--- src/rtl/maj_sampler.sv ---
`default_nettype none
// ============================================================================
// Module      : maj_sampler
// Description : Prescaled 3-sample majority-vote filter for a noisy bit, with
//               edge pulses and a saturating count of disagreeing windows.
// Revision    : 1.0 - initial release
// ============================================================================
module maj_sampler #(
    parameter int DIV   = 4,
    parameter int CNT_W = 8
) (
    input  logic             clk,
    input  logic             rst_n,
    input  logic             en,
    input  logic             din,
    output logic             dout,
    output logic             valid,
    output logic             rise,
    output logic             fall,
    output logic [CNT_W-1:0] glitch_cnt
);

    localparam int                 c_PRE_W   = (DIV > 1) ? $clog2(DIV) : 1;
    localparam logic [c_PRE_W-1:0] c_PRE_MAX = c_PRE_W'(DIV - 1);
    localparam logic [c_PRE_W-1:0] c_PRE_ONE = c_PRE_W'(1);
    localparam logic [CNT_W-1:0]   c_CNT_MAX = '1;
    localparam logic [CNT_W-1:0]   c_CNT_ONE = CNT_W'(1);

    localparam logic [1:0] c_FILL0 = 2'd0;
    localparam logic [1:0] c_FILL1 = 2'd1;
    localparam logic [1:0] c_FILL2 = 2'd2;
    localparam logic [1:0] c_RUN   = 2'd3;

    logic [c_PRE_W-1:0] r_pre;
    // Only the two newest samples are kept: the oldest one is shifted out
    // on the very tick that forms the next window, so it is never read.
    logic [1:0]         r_s;
    logic [1:0]         r_state;
    logic [1:0]         w_state_nxt;
    logic               r_dout;
    logic               r_valid;
    logic               r_rise;
    logic               r_fall;
    logic [CNT_W-1:0]   r_cnt;

    logic               w_tick;
    logic [2:0]         w_win;
    logic               w_vote;
    logic               w_load;
    logic               w_run_tick;
    logic               w_disagree;

    assign w_tick     = en && (r_pre == c_PRE_MAX);
    assign w_win      = {r_s, din};
    assign w_vote     = (w_win[0] & w_win[1]) | (w_win[0] & w_win[2]) | (w_win[1] & w_win[2]);
    assign w_run_tick = w_tick && (r_state == c_RUN);
    assign w_load     = w_tick && ((r_state == c_FILL2) || (r_state == c_RUN));
    assign w_disagree = (w_win != 3'b000) && (w_win != 3'b111);

    always_comb begin
        w_state_nxt = r_state;
        if (w_tick) begin
            case (r_state)
                c_FILL0: w_state_nxt = c_FILL1;
                c_FILL1: w_state_nxt = c_FILL2;
                c_FILL2: w_state_nxt = c_RUN;
                c_RUN:   w_state_nxt = c_RUN;
                default: w_state_nxt = c_FILL0;
            endcase
        end
    end

    always_ff @(posedge clk or negedge rst_n) begin
        if (!rst_n) begin
            r_state <= c_FILL0;
        end else begin
            r_state <= w_state_nxt;
        end
    end

    always_ff @(posedge clk or negedge rst_n) begin
        if (!rst_n) begin
            r_pre   <= '0;
            r_s     <= 2'b00;
            r_dout  <= 1'b0;
            r_valid <= 1'b0;
            r_rise  <= 1'b0;
            r_fall  <= 1'b0;
            r_cnt   <= '0;
        end else begin
            // Pulses are only ever raised by a RUN tick, so they drop otherwise.
            r_rise <= w_run_tick && w_vote && !r_dout;
            r_fall <= w_run_tick && !w_vote && r_dout;
            if (en) begin
                r_pre <= (r_pre == c_PRE_MAX) ? '0 : r_pre + c_PRE_ONE;
            end
            if (w_tick) begin
                r_s <= w_win[1:0];
            end
            if (w_load) begin
                r_dout  <= w_vote;
                r_valid <= 1'b1;
            end
            if (w_run_tick && w_disagree && (r_cnt != c_CNT_MAX)) begin
                r_cnt <= r_cnt + c_CNT_ONE;
            end
        end
    end

    assign dout       = r_dout;
    assign valid      = r_valid;
    assign rise       = r_rise;
    assign fall       = r_fall;
    assign glitch_cnt = r_cnt;

endmodule
`default_nettype wire

--- config.mk ---
export PLATFORM = sky130hd
export DESIGN_NAME = maj_sampler
export DESIGN_NICKNAME = d
export VERILOG_FILES = /design/src/rtl/maj_sampler.sv
export SDC_FILE = /design/constraint.sdc
export NUM_CORES = 1
export LEC_CHECK = 0
export CAP_MARGIN = 20
export CELL_PAD_IN_SITES_DETAIL_PLACEMENT = 1
export CELL_PAD_IN_SITES_GLOBAL_PLACEMENT = 2
export CORE_ASPECT_RATIO = 0.6
export CORE_UTILIZATION = 35
export CTS_BUF_LIST = sky130_fd_sc_hd__clkbuf_4
export DETAILED_ROUTE_END_ITERATION = 10
export GPL_ROUTABILITY_DRIVEN = 0
export GPL_TIMING_DRIVEN = 0
export PLACE_DENSITY_LB_ADDON = 0.2
export SKIP_LAST_GASP = 1
export SLEW_MARGIN = 15
export SYNTH_ARGS = -nofsm -noshare
export SYNTH_HDL_FRONTEND = slang
export SYNTH_SLANG_ARGS = --single-unit
--- constraint.sdc ---
create_clock -name clk -period 4.6 [get_ports clk]
set_clock_uncertainty 0.1 [all_clocks]
set_input_delay 0.46 -clock clk [delete_from_list [all_inputs] [get_ports clk]]
set_output_delay 0.46 -clock clk [all_outputs]
set_load 0.03 [all_outputs]
==> results of run 1 <==
==> cells in the mapped netlist, drive strengths merged <==
cell | n | area, sq um
a21oi | 5 | 25.0
a31oi | 3 | 18.8
and3 | 4 | 25.0
buf | 1 | 7.51
dfrtp | 18 | 450
ha | 2 | 25.0
mux2 | 8 | 93.8
nand2 | 7 | 26.3
nand2b | 4 | 25.0
nand3 | 3 | 15.0
nand4 | 2 | 18.8
nor2 | 4 | 15.0
nor3 | 3 | 26.3
o21a | 2 | 15.0
o21ai | 1 | 5.00
or3b | 1 | 8.76
xor2 | 1 | 8.76
==> cells by family (layout without fill, tap and decap cells) <==
kind of cell	after synthesis	in the layout	synth area share [%]
adder cells (fa/ha/maj)	2	2	3.09
XOR/XNOR	1	1	1.08
flip-flops	18	18	55.6
buffers and inverters	1	18	0.928
AO/OA/AOI/OAI	11	11	7.88
AND/OR/NAND/NOR	28	28	19.8
multiplexers	8	8	11.6
==> per-stage QoR <==
stage	worst slack (ns)	util, %
2_1_floorplan	2.67	-
3_3_place_gp	2.29	45.3
3_5_place_dp	2.25	45.3
4_1_cts	2.45	46.3
5_1_grt	2.33	46.3
6_report	2.46	46.3
==> final timing paths <==
path	to	cells past startpoint	startpoint	slack, ns
worst min-delay path	valid	1	valid	0.37
worst max-delay path	glitch_cnt[6]	5	r_pre[0]	2.46
min in group asynchronous	glitch_cnt[6]	1	rst_n	0.54
worst min register to register	valid	1	valid	0.37
max in group asynchronous	glitch_cnt[5]	1	rst_n	3.36
worst max register to register	glitch_cnt[6]	5	r_pre[0]	2.46
==> flip-flops by register name, summed over array words and instances, names as in the netlist <==
signal and count:
r_s 2, r_pre 2, glitch_cnt 8, rise 1
valid 1, r_state 2, dout 1, fall 1
==> critical path, stage by stage, from the launching register on <==
cell and delay, ns:
dfrtp_1 0.38, ha_1 0.28, nand4_2 0.20, nor3_4 0.36
or3b_1 0.41, mux2_4 0.30
==> per-layer routing <==
layer	wire (um)	track usage [%]
met1	808	18.8
met4	8	3.41
met2	678	22.6
met3	57	6.10
met5	0	0
==> cell type report <==
class | instances | share of cell area [%]
Tap cell | 30 | 3.72
Buffer | 1 | 0.743
Multi-Input combinational cell | 50 | 34.8
Clock buffer | 3 | 2.23
Sequential cell | 18 | 44.6
Timing Repair Buffer | 14 | 13.9
==> report_power, final <==
group / internal, uW / leakage (uW) / total, uW / switching [uW]
clock: 30.4 / 0.0000138 / 76.7 / 46.2
combinational: 95.5 / 0.000199 / 211 / 115
sequential: 204 / 0.000223 / 247 / 43.5
total: 330 / 0.000435 / 535 / 205
==> layout by cell type (no fill, tap or decap) <==
cell and n:
mux2_4 1, clkdlybuf4s50_1 14, xor2_1 1, clkbuf_4 3, a21oi_1 5, o21a_1 2
nand2_1 7, nand3_1 3, and3_1 4, o21ai_0 1, nor3_4 1, nand4_1 1
nor2_1 4, dfrtp_1 18, mux2_2 4, nand2b_1 4, ha_1 2, buf_4 1
nor3_1 2, nand4_2 1, or3b_1 1, a31oi_1 3, mux2_1 3
==> results.txt, run 1 <==
The tools report the number of antenna violations at the first check in global routing as 0. Measured along the y axis, the die boundary spans 39.3 um. The sequential area share after synthesis was 55.6%.

Including well taps, the total number of placed cells is 113. In this run the mean area of a mapped cell was 11.7 sq um. Detailed placement finished with a half-perimeter wire length of 1190 um. The global-route wire length before repair is 2540 um, and the leftover overflow at the end of global routing is 0. STA puts the critical path data arrival time at 2.22 ns. The placed cell area was 987 sq um. Starting density of the core: 37.1%.

The post-synthesis to final-layout area growth was 24.7%. In this run the horizontal extent of the chip is 64.1 um. For the level count of the clock H-tree, the log shows 1. The tightest min-delay check is of the reg2reg type. The logs give 0 for the final setup violation count and 250 for the number of fill cells in the layout.

Counting distinct cell types in the post-synthesis netlist gives 21. The top achievable clock speed is 467 MHz, and the final design instance area without fill is 1010 sq um. Counting I/O delays and the setup requirement, the final critical path takes 2.14 ns.

The final worst hold slack is 0.373 ns, and the area inside the core boundary is 2180 sq um. The clock insertion delay at the later pin of the skew report is 0.29 ns. Maximum resistive drop on vdd: 282 uV. The logs give 94 for the final layout net count and 579 for the via count. Of the available clock period, the critical path in the final layout requires 46.5%.

Number of buffers added by the clock tree synthesis step: 3. The final-report max-slew violation count was 0. The instance count of the mapped netlist is 69. After detailed routing, the number of remaining DRC violations is 0. For the total number of yosys warnings, the log shows 0.

In this run the core area contains 13 standard-cell rows. At the pin with the least slew margin, the transition time is 0.821 ns. For this design the ratio of total power to cell area is 530 nW/um^2.

The number of hold violations in the final report was 0; the footprint of the multi-input gates was 352 sq um. In this run, the number of DRC markers left after iteration 0 of detailed routing was 22. After detailed routing, the number of vias per cell comes to 4.99. Synthesis produced a netlist with a net count of 75. Cells with a size suffix above 1 make up 12.8% of the layout.

The number of global-route vias before repair is 523. The count of input and output buffers was 14. TritonCTS built the clock tree. After detailed routing, the average wire length per cell comes to 13.4 um.

The overall track demand over capacity in global routing was 14.5%. The number of I/O pins was 16. The run finished with clean final reports. Entering global routing, the biggest net connects 19 pins. Leaving out filler cells and counting taps, the final layout contains 116. The clock-pin transition on the worst setup and hold timing paths works out to 0.10 ns. The final layout contains routed wiring with a total length of 1550 um. Overall power of the completed layout: 535 uW. For the total setup buffers inserted after CTS, the log shows 0.

Hold repair after CTS inserted 0 buffers. Synthesis-stage register bit count: 18. The required time of the critical path came out at 4.68 ns. The critical path is of the reg2reg type.

The logs give 2520 sq um for the die footprint and 810 sq um for the netlist area before placement. Setup repair after global routing left no endpoint under its margin. The max capacitance violation total is 0, and the remaining antenna violation count after routing is 0.

Clock tree synthesis selected as its root buffer the cell clkbuf_4. After clock tree synthesis, the repair step resized 0 gates. In this run the deepest clock path goes through 2 buffers. Measured against its own limit, the worst slew margin works out to 45.1%. The critical path launch point type is a register.

The run gives 0.000435 uW as the leakage power of the design. In this run the worst path has a maximum fanout of 7. The number of antenna diodes in the final layout is 0. The first detailed-routing pass ran for 4 iterations. Counting every sink on the clock net gives 18. STA classifies the critical path endpoint as a register. The area occupied by registers was 450 sq um; the aggregate negative setup slack was 0 ns.
Note: power is estimated with default switching activity, not from simulation.
==> run 2, diff against run 1 <==
- CORE_UTILIZATION: 35 -> 34
- clock period: 4.6 -> 2.05 ns (I/O delays scaled with it)
==> run 2 against run 1 <==
Hold slack got worse by 0.26 ns. Clock power increased by 140%. Critical path type unchanged. Flip-flop and latch count unchanged. Critical endpoint unchanged. Sequential share of layout area fell by 0.49 points. Sequential power is 130% higher. Global-route usage up 2.1 points. Combinational power grew 130%. Total power up 130%. Largest cell class unchanged. Count of clock-buffer cells in the layout stayed put.
==> results.txt, run 2 (same netlist as run 1, synthesis figures left out) <==
Horizontal die dimension: 65.0 um (+1.4%). The slowest stage of the critical path belongs to the cell or3b_1. The starting density of the core is 36.6% (-0.55 points), and the overall track demand over capacity in global routing is 16.6% (+2.1 points). For the number of I/O pins, the log shows 16 (unchanged).

The max capacitance violation total is 0 (unchanged), and the delay contributed by the slowest stage of the critical path is 0.40 ns (about the same). Worst setup slack after placement: -0.0744 ns (-2.33 ns). For the routed metal-1 wire length, the log shows 906 um (+12%). The total number of placement rows was 13 (unchanged); the final clock period utilization by the worst path was 94.9% (+48 points). The global-route wire length before repair is 2880 um (+14%), and the hold-fix buffer count after cts is 0 (unchanged). For the top achievable clock speed, the log shows 514 MHz (+10%).

The logs give 19 (unchanged) for the pin count of the biggest net entering global routing and 0 (unchanged) for the remaining antenna violation count after routing. For the count of unresolved DRC violations after routing, the log shows 0 (unchanged). Critical path launch point type: a register. The die footprint is 2590 sq um (+2.8%). The tools report the final-report max-slew violation count as 0 (unchanged). The aggregate negative setup slack is 0 ns (unchanged), and the power per cell area is 1210 nW/um^2 (+130%).

The level count of the clock H-tree was 1 (unchanged). Setup repair after global routing left no endpoint under its margin. Leaving out fill and tap cells, the most frequent cells in the layout are dfrtp_1, clkdlybuf4s50_1, nand2_1. The run finished with clean final reports. The required time of the critical path was 2.15 ns (-2.53 ns). The count of input and output buffers is 14 (unchanged). Relative to the synthesized area, the layout overhead comes to 26.1%.

The non-filler instance count after layout is 118 (+1.7%), and the total length of routed met2 wires is 729 um (+7.5%). The run gives 46.5% (+1.4 points) as the worst slew margin relative to its limit. The tools report the number of antenna repair diodes as 0 (unchanged).

Class of the most critical hold timing path: in2reg. Number of antenna violations at the first check in global routing: 0 (unchanged). Critical setup path kind: reg2reg. The detailed router used layers up to and including met4. The tools report the sort of element at the end of the critical path as a register. For the post-DP HPWL, the log shows 1330 um (+11%).

The leakage power of the design came out at 0.000442 uW (+1.5%). The run gives 3 (unchanged) as the number of buffers added by the clock tree synthesis step. The transition time at the pin with the least slew margin is 0.799 ns (-0.0216 ns), and the final setup violation count is 0 (unchanged). The via count is 600 (+3.6%), and the maximum resistive drop on vdd is 690 uV (+140%). The iteration count of the initial detailed-routing pass was 3 (-1); the total placed cells including tap cells was 113 (unchanged). The worst path arrival time is 2.04 ns (-0.18 ns), and the maximum buffer depth of the clock tree is 2 (unchanged). For the number of gates resized after cts, the log shows 0 (unchanged).

The post-layout minimum cycle time came out at 1.95 ns (-0.195 ns). The routed wire length on met3 was 73 um (+28%); the flip-flop count of the largest register after layout was 8 (unchanged). Via-per-instance ratio: 5.08 (+1.9%). The clock-pin transition on the worst setup and hold timing paths is 0.10 ns (about the same), and the number of global-route vias before repair is 575 (+9.9%).

Total clock sinks: 18 (unchanged). The per-cell routed wire length was 14.8 um (+11%). The fraction of layout instances using a drive strength above 1 was 13.6% (+0.85 points). The number of hold violations in the final report was 0 (unchanged); the clock insertion delay at the later pin of the skew report was 0.30 ns (about the same).

Most common library cell in the layout ignoring fill and taps: dfrtp_1. The chip height works out to 39.8 um (+1.4%). The tree is rooted in a clkbuf_4. The signal on the critical path passes through ha_1 > nand4_2 > nor3_4 > or3b_1 > mux2_4. Overall routed net length: 1750 um (+13%).

The area inside the core boundary is 2210 sq um (+1.5%). The critical-path maximum fanout is 6 (-1), and the final layout net count is 95 (+1.1%). The logs give 0 (unchanged) for the leftover overflow at the end of global routing and 9 (-59%) for the violation count after the first detailed-routing iteration.

TritonCTS built the clock tree. The post-route core utilization was 46.2% (-0.17 points). The worst-case setup margin in the final layout was 0.104 ns (-2.35 ns).
[run 2: changes by cell type in the layout (fill, tap and decap cells not counted), sizes merged]
cell    previous run  this run
buf                1         2
clkinv             0         1
[run 2: where the power goes]
group | switching (uW) | internal [uW] | total [uW]
sequential | 103 | 458 | 561
clock | 112 | 71.1 | 183
combinational | 267 | 220 | 487
[run 2: timing repair]
item | 4_1_cts | 5_1_grt
setup endpoints to repair | 2 | 0
endpoints found under the hold margin | 0 | 0
buffers inserted | 1 | 0
[run 2: critical path, delay by kind of cell (launching register included)]
kind	cells	cell delay [ns]
adder cells (fa/ha/maj)	1	0.27
flip-flops	1	0.38
AND/OR/NAND/NOR	3	0.79
multiplexers	1	0.31
[run 2: metrics by stage]
stage                     cell area, sq um  hold WS [ns]  total power, uW
final                                 1020         0.112             1230
after global routing                  1020         0.113             1310
after CTS                             1020         0.104             1240
after detailed placement               987         0.355             1050
after global placement                 987         0.354             1030
after floorplan                        810        -0.191              865
[run 2: worst paths after layout]
path / startpoint / end / slack [ns] / cells past startpoint
worst min register to register: valid / valid / 0.37 / 1
worst min-delay path: en / r_pre[0] / 0.11 / 2
min in group asynchronous: rst_n / r_s[1] / 0.26 / 1
worst max-delay path: r_pre[0] / glitch_cnt[6] / 0.10 / 5
max in group asynchronous: rst_n / r_state[0] / 1.09 / 1
worst max register to register: r_pre[0] / glitch_cnt[6] / 0.10 / 5
[run 2: layout make-up]
type / count / area (sq um)
plain buffers: 1 / 7.51
flip-flops and latches: 18 / 450
well taps: 30 / 37.5
clock inverters: 1 / 3.75
multi-input cells: 50 / 352
fillers: 255 / 1190
clock buffers: 3 / 22.5
repair buffers: 15 / 148
[run 2: per-layer routing]
layer | global-route usage, % | vias to the layer above
met5 | 0 | -
met4 | 8.33 | 0
met3 | 6.69 | 6
met2 | 24.2 | 12
met1 | 21.4 | 296
li1 | - | 286
==> run 3, diff against run 2 <==
- GPL_TIMING_DRIVEN: 0 -> not set
- PLACE_DENSITY: not set -> 0.82
- PLACE_DENSITY_LB_ADDON: 0.2 -> not set
==> run 3 against run 2 <==
Total power barely moved. Routed wire length fell by 6.5%. Combinational power rose by 4.7%. First-iteration DRC count rose to 4.2 times the previous value. Largest power group unchanged. Highest routed layer is now met3.
==> results.txt, run 3 (same netlist as run 1, synthesis figures left out) <==
The clock-pin transition on the worst setup and hold timing paths is 0.09 ns (about the same), and the fraction of layout instances using a drive strength above 1 is 16.5% (+2.8 points). The most common library cell in the layout ignoring fill and taps is dfrtp_1. For the cell-internal power, the log shows 766 uW (+2.4%). The logs give 1640 um (-6.5%) for the overall routed net length and 41.4% (+1.8 points) for the combinational fraction of design power. The overall track demand over capacity in global routing was 15.3% (-1.4 points); the sequential share of power was 45.1% (-0.5 points). The maximum buffer depth of the clock tree is 2 (unchanged). The tools report the total number of placement rows as 13 (unchanged). The pin count of the biggest net entering global routing was 19 (unchanged); the fraction of power spent switching nets was 37.8% (-1.4 points).

The aggregate negative setup slack was 0 ns (unchanged). Number of fill cells in the layout: 260 (+2.0%). For the global-route wire length before repair, the log shows 2660 um (-7.9%).

The library cells used most frequently in the layout, excluding fill and tap cells, are dfrtp_1, clkdlybuf4s50_1, nand2_1. The run gives 511 uV (-26%) as the maximum resistive drop on vdd. The violation count after the first detailed-routing iteration was 38 (+29); the per-cell routed wire length was 13.5 um (-8.8%). Final setup violation count: 0 (unchanged). The final layout net count was 99 (+4.2%); the number of gates resized after cts was 0 (unchanged).

The clock network power share came out at 13.5% (-1.4 points). The horizontal die dimension is 65.0 um (unchanged), and the post-layout minimum cycle time is 1.85 ns (-0.100 ns). The number of I/O pins came out at 16 (unchanged). The final worst hold slack is 0.134 ns (+0.0216 ns), and the worst slew margin relative to its limit is 72.8% (+26 points). The number of global-route vias before repair was 548 (-4.7%); the number of antenna repair diodes was 0 (unchanged). The run gives 3 (unchanged) as the number of buffers added by the clock tree synthesis step. The iteration count of the initial detailed-routing pass came out at 4 (+1). Worst path arrival time: 1.93 ns (-0.11 ns). The tools report the net switching power figure as 465 uW (-3.5%). The run finished with clean final reports.

The worst setup slack after placement was 0.0388 ns (+0.113 ns). TritonCTS built the clock tree. The run gives 2210 sq um (unchanged) as the area inside the core boundary. The die footprint is 2590 sq um (unchanged), and the starting density of the core is 36.6% (unchanged).

Leakage power of the design: 0.000460 uW (+4.1%). STA classifies the critical path endpoint as a register. The required time of the critical path is 2.13 ns (-0.02 ns).

The critical path in this run is classified as reg2reg. The critical path launch point type was a register. The non-filler instance count after layout was 121 (+2.5%); the critical-path maximum fanout was 3 (-3). The number of antenna violations at the first check in global routing was 0 (unchanged); the total clock sinks was 18 (unchanged). The post-synthesis to final-layout area growth is 29.7%. The via count came out at 591 (-1.5%). The CTS root buffer was clkbuf_4. For the top achievable clock speed, the log shows 542 MHz (+5.4%). The total setup buffers inserted after CTS is 0 (-1). The run gives 47.5% (+1.3 points) as the post-route core utilization. The via-per-instance ratio is 4.88 (-3.9%). Clock insertion delay at the later pin of the skew report: 0.29 ns (about the same).

Setup repair after global routing left no endpoint under its margin. For the hold-fix buffer count after cts, the log shows 0 (unchanged). The final clock period utilization by the worst path came out at 90.0% (-4.9 points). The final-report max-slew violation count was 0 (unchanged); the count of input and output buffers was 15 (+1). For the level count of the clock H-tree, the log shows 1 (unchanged).

The logs give 0 (unchanged) for the leftover overflow at the end of global routing and 0.204 ns (+0.100 ns) for the worst-case setup margin in the final layout. Number of hold violations in the final report: 0 (unchanged). The chip height is 39.8 um (unchanged), and the remaining antenna violation count after routing is 0 (unchanged). The transition time at the pin with the least slew margin is 0.406 ns (-0.394 ns). The max capacitance violation total is 0 (unchanged), and the power per cell area is 1170 nW/um^2 (-2.7%).

The count of unresolved DRC violations after routing came out at 0 (unchanged). The flip-flop count of the largest register after layout works out to 8 (unchanged). The run gives 1300 um (-2.4%) as the post-DP HPWL.

The min-delay analysis places its worst path in the category in2async. The total placed cells including tap cells was 118 (+4.4%).
[run 3: final cells by class]
cell class	count	area, sq um	area share (%)
Tap cell	30	37.5	3.58
Multi-Input combinational cell	50	352	33.5
Timing Repair Buffer	20	188	17.9
Clock buffer	3	22.5	2.15
Sequential cell	18	450	42.9
[run 3: metrics by stage]
stage / total power, uW / area [sq um]
floorplan: 865 / 810
global placement: 1050 / 1030
global route: 1340 / 1050
finish: 1230 / 1050
detailed placement: 1080 / 1030
CTS: 1250 / 1050
[run 3: worst max-delay path: stages (launching register included)]
cell	delay, ns
dfrtp_1	0.37
ha_1	0.20
nand4_2	0.17
nor3_4	0.23
or3b_1	0.38
mux2_4	0.30
[run 3: worst paths after layout]
check / slack, ns / to / start / cells after the start
max: 0.20 / glitch_cnt[6] / r_pre[0] / 5
min: 0.13 / glitch_cnt[7] / rst_n / 2
max reg2reg: 0.20 / glitch_cnt[6] / r_pre[0] / 5
min reg2reg: 0.37 / valid / valid / 1
max in group asynchronous: 1.52 / glitch_cnt[3] / rst_n / 2
min in group clk: 0.37 / valid / valid / 1
[run 3: power groups by stage]
| stage | sequential (uW) | clock, uW | combinational (uW) |
|---|---|---|---|
| 3_5_place_dp | 564 | 0 | 514 |
| 4_1_cts | 556 | 179 | 517 |
| 6_report | 555 | 166 | 510 |
| 2_1_floorplan | 643 | 0 | 222 |
| 3_3_place_gp | 555 | 0 | 500 |
| 5_1_grt | 576 | 200 | 560 |
[run 3: layer usage]
layer | up-vias | global-route usage, % | share of wire, % | wire (um)
met3 | 0 | 6.10 | 3.9 | 64
li1 | 293 | - | - | -
met5 | - | 0 | 0 | 0
met2 | 10 | 23.4 | 44 | 726
met1 | 288 | 20.1 | 52 | 847
met4 | 0 | 3.33 | 0 | 0
